$ cat config.mk
export PLATFORM = sky130hd
export DESIGN_NAME = vx_decode_ibuf
export DESIGN_NICKNAME = d
export VERILOG_FILES = /design/src/rtl/vx_decode_ibuf.sv
export SDC_FILE = /design/constraint.sdc
export NUM_CORES = 1
export LEC_CHECK = 0
export ABC_AREA = 1
export CAP_MARGIN = 20
export CORE_MARGIN = 5
export CORE_UTILIZATION = 40
export DETAILED_ROUTE_END_ITERATION = 12
export GPL_ROUTABILITY_DRIVEN = 0
export PLACE_DENSITY = 0.67
export SKIP_CTS_REPAIR_TIMING = 1
export SYNTH_ARGS = -nofsm -noshare
export SYNTH_HDL_FRONTEND = slang
export SYNTH_SLANG_ARGS = --single-unit
$ cat constraint.sdc
create_clock -name clk -period 5 [get_ports clk]
set_input_delay 1.25 -clock clk [delete_from_list [all_inputs] [get_ports clk]]
set_output_delay 1.25 -clock clk [all_outputs]
set_load 0.02 [all_outputs]
$ cat src/rtl/vx_decode_ibuf.sv
// Decode-side instruction buffer: per-warp FIFOs feeding the issue stage through a
// round-robin warp arbiter with grant lock. Define IBUF_OUT_REG_EN to register issue_*.
module vx_decode_ibuf #(
  parameter int unsigned NUM_WARPS = 4,
  parameter int unsigned DEPTH     = 2,
  parameter int unsigned DATAW     = 64,
  localparam int unsigned WIDW     = (NUM_WARPS > 1) ? $clog2(NUM_WARPS) : 1,
  localparam int unsigned PTRW     = (DEPTH > 1) ? $clog2(DEPTH) : 1,
  localparam int unsigned CNTW     = PTRW + 1
) (
  input  logic                 clk,
  input  logic                 reset_n,
  input  logic                 decode_valid,
  input  logic [WIDW-1:0]      decode_wid,
  input  logic [DATAW-1:0]     decode_data,
  output logic                 decode_ready,
  output logic [NUM_WARPS-1:0] ibuf_pop,
  output logic                 issue_valid,
  output logic [WIDW-1:0]      issue_wid,
  output logic [DATAW-1:0]     issue_data,
  input  logic                 issue_ready
);

  logic [DATAW-1:0]     mem_q   [NUM_WARPS][DEPTH];
  logic [PTRW-1:0]      wptr_q  [NUM_WARPS];
  logic [PTRW-1:0]      rptr_q  [NUM_WARPS];
  logic [CNTW-1:0]      count_q [NUM_WARPS];
  logic [WIDW-1:0]      last_wid_q, lock_wid_q;
  logic                 lock_q;
  logic [NUM_WARPS-1:0] ibuf_pop_q;

  logic                 decode_fire;
  logic                 sel_valid;
  logic [WIDW-1:0]      sel_wid, rr_idx;
  logic [DATAW-1:0]     head_data;
  logic                 deq, lock_hold;
  logic [NUM_WARPS-1:0] push_oh, pop_oh;

  // Full warps refuse even when popping this cycle: no push-through.
  assign decode_ready = (count_q[decode_wid] < CNTW'(DEPTH)) & reset_n;
  assign decode_fire  = decode_valid & decode_ready;

  always_comb begin
    sel_valid = 1'b0;
    sel_wid   = lock_wid_q;
    rr_idx    = '0;
    if (lock_q) begin
      sel_valid = 1'b1;
    end else begin
      for (int i = 0; i < NUM_WARPS; i++) begin
        rr_idx = WIDW'((int'(last_wid_q) + 1 + i) % int'(NUM_WARPS));
        if (!sel_valid && count_q[rr_idx] != '0) begin
          sel_valid = 1'b1;
          sel_wid   = rr_idx;
        end
      end
    end
  end

  assign head_data = mem_q[sel_wid][rptr_q[sel_wid]];

`ifdef IBUF_OUT_REG_EN
  logic             out_valid_q;
  logic [WIDW-1:0]  out_wid_q;
  logic [DATAW-1:0] out_data_q;

  assign deq       = sel_valid & (~out_valid_q | issue_ready);
  assign lock_hold = sel_valid & ~deq;

  always_ff @(posedge clk or negedge reset_n) begin
    if (!reset_n) begin
      out_valid_q <= 1'b0;
      out_wid_q   <= '0;
      out_data_q  <= '0;
    end else if (~out_valid_q | issue_ready) begin
      out_valid_q <= sel_valid;
      if (deq) begin
        out_wid_q  <= sel_wid;
        out_data_q <= head_data;
      end
    end
  end

  assign issue_valid = out_valid_q;
  assign issue_wid   = out_wid_q;
  assign issue_data  = out_data_q;
`else
  assign deq         = sel_valid & issue_ready;
  assign lock_hold   = sel_valid & ~issue_ready;
  assign issue_valid = sel_valid;
  assign issue_wid   = sel_wid;
  assign issue_data  = head_data;
`endif

  always_comb begin
    push_oh = '0;
    pop_oh  = '0;
    for (int w = 0; w < NUM_WARPS; w++) begin
      push_oh[w] = decode_fire && (decode_wid == WIDW'(w));
      pop_oh[w]  = deq && (sel_wid == WIDW'(w));
    end
  end

  // Storage is intentionally left out of reset.
  always_ff @(posedge clk) begin
    if (decode_fire) begin
      mem_q[decode_wid][wptr_q[decode_wid]] <= decode_data;
    end
  end

  always_ff @(posedge clk or negedge reset_n) begin
    if (!reset_n) begin
      for (int w = 0; w < NUM_WARPS; w++) begin
        wptr_q[w]  <= '0;
        rptr_q[w]  <= '0;
        count_q[w] <= '0;
      end
      last_wid_q <= WIDW'(NUM_WARPS - 1);
      lock_q     <= 1'b0;
      lock_wid_q <= '0;
      ibuf_pop_q <= '0;
    end else begin
      for (int w = 0; w < NUM_WARPS; w++) begin
        if (push_oh[w]) wptr_q[w] <= wptr_q[w] + PTRW'(1);
        if (pop_oh[w])  rptr_q[w] <= rptr_q[w] + PTRW'(1);
        unique case ({push_oh[w], pop_oh[w]})
          2'b10:   count_q[w] <= count_q[w] + CNTW'(1);
          2'b01:   count_q[w] <= count_q[w] - CNTW'(1);
          default: count_q[w] <= count_q[w];
        endcase
      end
      ibuf_pop_q <= pop_oh;
      if (deq) begin
        last_wid_q <= sel_wid;
        lock_q     <= 1'b0;
      end else if (lock_hold) begin
        lock_q     <= 1'b1;
        lock_wid_q <= sel_wid;
      end
    end
  end

  assign ibuf_pop = ibuf_pop_q;

endmodule

==> results by group <==
Route
  – Vias: about 16000
  – Routed len/inst: 18.8 um
  – DR iter-0 viols: 1093
  – Via density per instance: approximately 5
  – Metal-1 WL: 24.8 mm
  – Drt drc: 0
  – Met3 Wirelength: 3.88 mm
  – Met2 routed WL: 28.6 mm
  – Highest metal layer with signal wires: met5
  – 1st-pass router iterations: 5
  – Total wire length: slightly below 60 mm
  – Number of routed nets with antenna violations: 0

Synthesis
  – Register area share after synthesis: 70.3%
  – Synth Register Bits: between 500 and 600
  – Mean Syn Cell Area: 10.4 sq um
  – Post-Syn Instances: between 2000 and 2500
  – Synthesized area: between 20000 and 25000 sq um
  – Mapped Nets: 2257
  – Synth Warn #: 0
  – Cell variety after synth: 31

Global routing
  – Vias in the first global route: 15400
  – GRT Util Overall: 17.9%
  – First-pass GRT wire length: 88.3 mm
  – Overflow after GRT: 0
  – Largest net degree at the start of global routing: 112
  – Antenna violations before repair: 8

Setup path
  – CP dominant cell by count: nand2_1
  – Crit start category: flop
  – Worst path arrival time: 3600 ps
  – Crit path largest cell delay: 550 ps
  – Max stage delay cell, worst path: dfstp_2
  – Critical path type: reg2out
  – WP data required: 3750 ps
  – Crit-path max FO: 10
  – CP Capture Type: output pin
  – Crit-path cells: buf_4, nand2_1, nand2_2, nand2_1, nand2_1, nor2_4, o21bai_1, nand2_1, nand3_4, nand2_8, nand3_1, a21oi_2, nor2_4, buf_12, clkbuf_16, buf_8, nand2_1, nand2_1, buf_2

Die
  – Core area: 56400 sq um
  – Standard-cell rows: 87
  – # IOs: 142
  – Chip Height: 249 um
  – Starting Density: 40.4%
  – Die width: 249 um
  – Die area: roughly 62000 sq um

Place
  – # port buffers: 141
  – Hpwl dp: 29.9 mm
  – Place WS: 105 ps
  – Placed instance count: 3000

Timing
  – Final period utilization: approximately 97%
  – Worst setup margin: 155 ps
  – Final hold vios: 0
  – Worst-margin pin slew: about 960 ps
  – Finish-stage setup viols: 0
  – Max_slew headroom: 35.7%
  – Final min period: ~4800 ps
  – Fin. max-slew vios: 0
  – Fmax: a little over 0.2 GHz
  – Worst Skew: approximately 16 ps

Finish
  – Multi-input logic area: 6260 sq um
  – # nets final: 2392
  – Number of fill cells: 4998
  – Non-filler cells, final: 3122
  – Final core utilization: about half
  – Register area: 16000 sq um
  – Commonest non-fill, non-tap cell in the layout: nand2_1
  – Share of layout cells above drive strength 1: 7.79%
  – Commonest non-fill, non-tap cells in the layout: nand2_1, edfxtp_1, nand3_1
  – Synthesis-to-finish area growth: 21.0%

Clock tree
  – CTS H-Tree Depth: 2
  – Max Root-Sink Buffers: 3
  – Num CTS Buffers: 53
  – Worst-path clk slew: 60 ps
  – Clock Latency Late Sink: 610 ps
  – CTS sink cnt: ~540
  – TritonCTS clock tree: done
  – CTS Root Cell: clkbuf_16

Flow run
  – Max_cap viols: 0

Outcome
  – Outcome: finished, final reports clean

Hold path
  – Hold WC Path Type: reg2reg
## flip-flops by register name (all words and copies together) (netlist names)
name / cells
last_wid_q: 2
lock_q: 1
mem_q: 512
count_q: 8
lock_wid_q: 2
rptr_q: 4
ibuf_pop: 4
wptr_q: 4
## cell type report
| cell class | instances | area share (%) |
|---|---|---|
| Inverter | 23 | 0.322 |
| Multi-Input combinational cell | 1502 | 22.7 |
| Clock buffer | 64 | 5.04 |
| Clock inverter | 34 | 1.52 |
| Timing Repair Buffer | 201 | 8.87 |
| Antenna cell | 5 | 0.0454 |
| Tap cell | 756 | 3.43 |
| Sequential cell | 537 | 58.1 |
## metrics by stage
step,setup TNS (ps),instance area (sq um),hold slack (ps)
final,0,27600,480
after global routing,-259,27600,500
after CTS,-29780,27100,483
after detailed placement,0,25300,464
after global placement,0,25300,466
after floorplan,-85590,22800,442
## cell families after synthesis
logic type	share of synthesized area (%)
flops	70.3
buf+inv	2.93
fa+ha+maj	0.220
xor+xnor	0.615
simple gates	25.2
compound gates	0.769
## synth_stat cells (all sizes together)
cell type | instances | area, sq um
ha | 4 | 50.1
and2 | 1 | 6.26
nand2 | 1226 | 4610
xor2 | 7 | 61.3
buf | 76 | 412
o21ai | 17 | 92.6
nand4 | 1 | 6.26
nand3 | 203 | 1020
a21boi | 1 | 7.51
a21oi | 7 | 35.0
o211ai | 1 | 7.51
clkbuf | 45 | 169
o221ai | 1 | 8.76
a22oi | 1 | 7.51
dfstp | 2 | 52.6
nor2 | 21 | 96.3
xnor2 | 9 | 78.8
dfrtp | 23 | 576
inv | 23 | 86.3
edfxtp | 512 | 15400
a221oi | 1 | 8.76
o21bai | 1 | 7.51
## critical path: cells and delay by family, from the launching register on
| kind | cells | cell delay, ps |
|---|---|---|
| flip-flops | 1 | 550 |
| AO/OA/AOI/OAI | 2 | 230 |
| buffers and inverters | 5 | 830 |
| AND/OR/NAND/NOR | 12 | 1370 |
## final timing paths
kind	start	to	slack [ps]	cells after the start
setup / recovery	last_wid_q[0]$_DFFE_PN1P_	issue_data[41]	150	19
hold / removal	rptr_q[0]$_DFFE_PN0P_	rptr_q[0]$_DFFE_PN0P_	480	1
setup reg to reg	last_wid_q[0]$_DFFE_PN1P_	count_q[3]$_DFFE_PN0P_	1550	17
hold reg to reg	rptr_q[0]$_DFFE_PN0P_	rptr_q[0]$_DFFE_PN0P_	480	1
max in group asynchronous	reset_n	last_wid_q[1]$_DFFE_PN1P_	3630	2
min in group asynchronous	reset_n	ibuf_pop[0]$_DFF_PN0_	1070	2
## per-layer routing
layer  global-route usage [%]  vias up
li1                         -     7514
met1                     23.7     7655
met2                     30.5      479
met3                     3.29       96
met4                     5.11        6
met5                        0        -
Power is left out: the tool's default activity adds up to more than one toggle a clock period on the data nets, which glitch-free logic cannot reach.
